File: config.mk
export PLATFORM = sky130hd
export DESIGN_NAME = inst_buffer
export DESIGN_NICKNAME = d
export VERILOG_FILES = /design/src/rtl/inst_buffer.sv
export SDC_FILE = /design/constraint.sdc
export NUM_CORES = 1
export LEC_CHECK = 0
export ABC_AREA = 1
export CORE_UTILIZATION = 55
export DETAILED_ROUTE_END_ITERATION = 10
export HOLD_SLACK_MARGIN = 0.15
export PLACE_DENSITY = 0.79
export SETUP_SLACK_MARGIN = 0.05
export SYNTH_ARGS = -nofsm -noshare
export SYNTH_HDL_FRONTEND = slang
export SYNTH_SLANG_ARGS = --single-unit
File: constraint.sdc
create_clock -name clk -period 13.54 [get_ports clk]
set_clock_uncertainty 0.1 [all_clocks]
set_input_delay 2.708 -clock clk [delete_from_list [all_inputs] [get_ports clk]]
set_output_delay 2.708 -clock clk [all_outputs]
set_load 0.05 [all_outputs]
File: src/rtl/inst_buffer.sv
// inst_buffer: first-word-fall-through instruction queue between fetch and decode.
// Optional feature macro INST_BUFFER_BYPASS_EN forwards the write port to the head when the queue is empty.
module inst_buffer #(
    parameter int ADDR_WIDTH = 64,
    parameter int INST_WIDTH = 32,
    parameter int DEPTH      = 4
) (
    input  logic                  clk,
    input  logic                  reset,
    input  logic                  flush,
    input  logic                  wr_valid,
    input  logic [ADDR_WIDTH-1:0] wr_pc,
    input  logic [INST_WIDTH-1:0] wr_inst,
    input  logic                  rd_ready,
    output logic [ADDR_WIDTH-1:0] d_pc,
    output logic [ADDR_WIDTH-1:0] d_pc4,
    output logic [INST_WIDTH-1:0] d_inst_word,
    output logic                  d_valid,
    output logic                  inst_buffer_empty,
    output logic                  inst_buffer_full,
    output logic [$clog2(DEPTH):0] count
);
    localparam int PTR_W = $clog2(DEPTH);
    localparam int CNT_W = PTR_W + 1;
    localparam logic [CNT_W-1:0] FULL_CNT = CNT_W'(DEPTH);

    logic [ADDR_WIDTH-1:0] r_pc_mem   [DEPTH];
    logic [INST_WIDTH-1:0] r_inst_mem [DEPTH];
    logic [PTR_W-1:0]      r_rd_ptr;
    logic [PTR_W-1:0]      r_wr_ptr;
    logic [CNT_W-1:0]      r_count;

    logic                  w_push;
    logic                  w_pop;
    logic                  w_bypass;
    logic                  w_head_vld;
    logic [ADDR_WIDTH-1:0] w_head_pc;
    logic [INST_WIDTH-1:0] w_head_inst;

    // Status comes from the registered count only, never from the handshake inputs.
    assign inst_buffer_empty = (r_count == '0);
    assign inst_buffer_full  = (r_count == FULL_CNT);
    assign count             = r_count;

`ifdef INST_BUFFER_BYPASS_EN
    assign w_bypass = inst_buffer_empty && wr_valid && !flush;
`else
    assign w_bypass = 1'b0;
`endif

    // A bypassed word that decode takes immediately is never written to storage.
    assign w_push = wr_valid && !inst_buffer_full && !flush && !(w_bypass && rd_ready);
    assign w_pop  = rd_ready && !inst_buffer_empty && !flush;

    always_comb begin
        w_head_vld  = !inst_buffer_empty;
        w_head_pc   = '0;
        w_head_inst = '0;
        if (w_bypass) begin
            w_head_vld  = 1'b1;
            w_head_pc   = wr_pc;
            w_head_inst = wr_inst;
        end else if (!inst_buffer_empty) begin
            w_head_pc   = r_pc_mem[r_rd_ptr];
            w_head_inst = r_inst_mem[r_rd_ptr];
        end
    end

    assign d_valid     = w_head_vld;
    assign d_pc        = w_head_pc;
    assign d_pc4       = w_head_pc + ADDR_WIDTH'(4);
    assign d_inst_word = w_head_inst;

    always_ff @(posedge clk) begin
        if (w_push) begin
            r_pc_mem[r_wr_ptr]   <= wr_pc;
            r_inst_mem[r_wr_ptr] <= wr_inst;
        end
    end

    always_ff @(posedge clk or negedge reset) begin
        if (!reset) begin
            r_rd_ptr <= '0;
            r_wr_ptr <= '0;
            r_count  <= '0;
        end else if (flush) begin
            r_rd_ptr <= '0;
            r_wr_ptr <= '0;
            r_count  <= '0;
        end else begin
            if (w_push) r_wr_ptr <= r_wr_ptr + PTR_W'(1);
            if (w_pop)  r_rd_ptr <= r_rd_ptr + PTR_W'(1);
            case ({w_push, w_pop})
                2'b10:   r_count <= r_count + CNT_W'(1);
                2'b01:   r_count <= r_count - CNT_W'(1);
                default: r_count <= r_count;
            endcase
        end
    end
endmodule

==> metrics.md <==
| Metric | Value |
|---|---|
| Status | completed |
| Slew Viols, Final | 0 |
| Hold Buf Count CTS | 0 |
| Synth Instances | 1792 |
| Internal power | 2.730 mW |
| Critical Path AT | 5630 ps |
| Critical path required time | 10730 ps |
| PD cells | 236.5 mW/mm2 |
| Mapped Area | 0.01789 mm2 |
| Post-synthesis cell type count | 26 |
| Net Sw Power | 2.462 mW |
| Placed Cells | 2428 |
| Finished Cell Area | 0.02195 mm2 |
| Flops & latches, synth | 391 |
| Min Tclk post-route | 8443 ps |
| Max Root-Sink Buffers | 3 |
| Reg clk slew, reported paths | 50 ps |
| Layout area overhead | 22.70% |
| Core Area | 0.03180 mm2 |
| Pin count of the biggest net entering global routing | 107 |
| DP Area | 0.02076 mm2 |
| Total CTS buffers | 39 |
| Footprint of the multi-input gates | 0.005230 mm2 |
| Worst slew pin tran | 1164 ps |
| CP max FO | 106 |
| Final non-filler cell total | 2500 |
| Comb pwr share | 52.6% |
| Drt first pass iters | 5 |
| RSZ-0062 raised after global routing | false |
| Setup bufs post-CTS | 0 |
| Syn_area_per_cell | 9.984 um2 |
| Design Power | 5.192 mW |
| Sw Share | 47.43% |
| CTS tree | built |
| Resized Gates After CTS | 0 |
| Warnings, synthesis | 0 |
| Layout cells sized above 1 | 5.002% |
| FP Rows | 65 |
| Initial antenna violation count | 9 |
| CTS root buf | clkbuf_16 |
| Worst setup SP type | flip-flop |
| Antenna Nets Post-Route | 0 |
| # Max-Cap Violations | 0 |
| Worst Hold Margin | 536.4 ps |
| DRT iter0 DRCs | 1484 |
| Fmax | 118.4 MHz |
| Clock share of power | 19.4% |
| Die Y | 182.4 um |
| Number of fillers in the final layout | 2322 |
| Chip Width | 182.4 um |
| Worst Hold Class | flip-flop to flip-flop |
| Seq. cell area | 0.01171 mm2 |
| First-pass GRT wire length | 72740 um |
| Syn Nets | 1899 |
| Detailed Place HPWL | 31770 um |
| Peak supply drop | 0.0001983 V |
| Final setup TNS | 0 ps |
| Nets | 2141 |
| Routed length per instance | 19.19 um |
| Flop pwr share | 28.0% |
| Clock latency on the worst-skew pair | 520 ps |
| IO buf count | 266 |
| Gp weighted congestion | 1.075 |
| Drt total wl | 47990 um |
| Final setup fails | 0 |
| Worst setup EP type | primary output |
| Total grt overflow | 0 |
| I/O pins | 267 |
| Die Area | 0.03326 mm2 |
| Via-to-Cell Ratio | 5.484 |
| Crit Path Class | flip-flop to primary output |
| Starting density of the core | 56.27% |
| Via count | 13710 |
| Hold Fails Final Rpt | 0 |
| Leakage | 8.271 nW |
| Rel. slew slack | 22.21% |
| H-tree levels | 2 |
| Sequential element share of the synthesized area | 65.43% |
| Vias in the first global route | 13050 |
| Total GRT Usage | 28.86% |
| # DRC | 0 |
| Clk sinks | 391 |
| Fin crit share | 62.35% |
==> placed cells by master (no fill, tap or decap), types with 2 or more instances in the layout <==
master	n
nand2_1	505
inv_1	134
ha_1	5
clkinvlp_4	2
bufinv_16	3
o21ai_0	77
nor2_4	6
nand3_2	11
nor2_1	299
clkinv_2	4
dfrtp_1	5
clkbuf_1	7
edfxtp_1	384
a21oi_1	37
inv_2	3
diode_2	6
buf_4	11
clkinv_1	10
xor2_1	32
clkbuf_16	39
inv_6	3
nor2_2	17
clkdlybuf4s50_1	266
nand3_1	192
dfrtp_4	2
==> synth_stat cells (all sizes together) <==
| cell | number | share of area, % |
|---|---|---|
| o21ai | 78 | 2.2 |
| nand2 | 506 | 11 |
| xor2 | 32 | 1.6 |
| buf | 59 | 2.2 |
| nand3 | 204 | 6.1 |
| nor2 | 322 | 7.1 |
| clkinv | 1 | 0.021 |
| fa | 1 | 0.11 |
| ha | 5 | 0.35 |
| nor3 | 1 | 0.028 |
| a21oi | 37 | 1.0 |
| clkbuf | 17 | 0.36 |
| inv | 138 | 2.9 |
| dfrtp | 7 | 0.98 |
| edfxtp | 384 | 64 |
==> worst paths after layout <==
path / start / endpoint / slack [ps] / cells past startpoint
max: r_rd_ptr[0] / d_pc4[57] / 5100 / 13
min: r_wr_ptr[1] / r_wr_ptr[1] / 540 / 2
max reg2reg: count[0] / r_pc_mem[3][11] / 10120 / 7
min reg2reg: r_wr_ptr[1] / r_wr_ptr[1] / 540 / 2
max in group asynchronous: reset / r_rd_ptr[1] / 10700 / 1
min in group asynchronous: reset / count[0] / 2360 / 1
==> cell type report <==
cell class,count,area share (%)
Tap cell,435,2.479
Clock inverter,20,0.7979
Timing Repair Buffer,277,12.50
Inverter,139,2.405
Clock buffer,46,4.565
Multi-Input combinational cell,1186,23.82
Antenna cell,6,0.06839
Sequential cell,391,53.36
==> metal layers <==
layer | routed length, um | part of all wire (%) | global-route usage, % | up-vias
li1 | - | - | - | 6427
met1 | 18380 | 38 | 36.92 | 6414
met2 | 23000 | 48 | 48.75 | 740
met3 | 4709 | 9.8 | 5.827 | 124
met4 | 1854 | 3.9 | 10.86 | 6
met5 | 40 | 0.083 | 0 | -
==> per-stage QoR <==
step	setup WS [ps]	utilization, %
3_3_place_gp	5847	65.29
3_5_place_dp	5731	65.29
4_1_cts	5124	68.99
5_1_grt	4787	69.01
6_report	5097	69.04
2_1_floorplan	5887	-
==> state kept, by name, summed over array words and instances, names as in the netlist <==
register	flops
r_wr_ptr	2
count	3
r_rd_ptr	2
r_inst_mem	128
r_pc_mem	256
==> cell families after synthesis <==
logic type / synth area share [%]
flops: 65.43
fa+ha+maj: 0.4615
xor+xnor: 1.566
simple gates: 23.79
compound gates: 3.217
buf+inv: 5.538
==> power groups by stage <==
stage	clock [mW]	sequential (mW)	combinational, mW
floorplan	0	1.46	1.82
global placement	0	1.48	2.69
detailed placement	0	1.48	2.71
CTS	1.01	1.45	2.72
global route	1.07	1.46	2.85
finish	1.01	1.45	2.73
==> critical path, stage by stage, from the launching register on <==
cell and delay [ps]:
dfrtp_4 810, inv_6 620, buf_4 940, nand2_1 130, nand3_1 140, nand3_1 310, nor2_1 240, nand2_1 110
nor2_1 220, nand2_1 140, nor2_1 190, nand3_1 190, nand2_1 120, clkdlybuf4s50_1 800
Power figures use the tool's default switching activity.
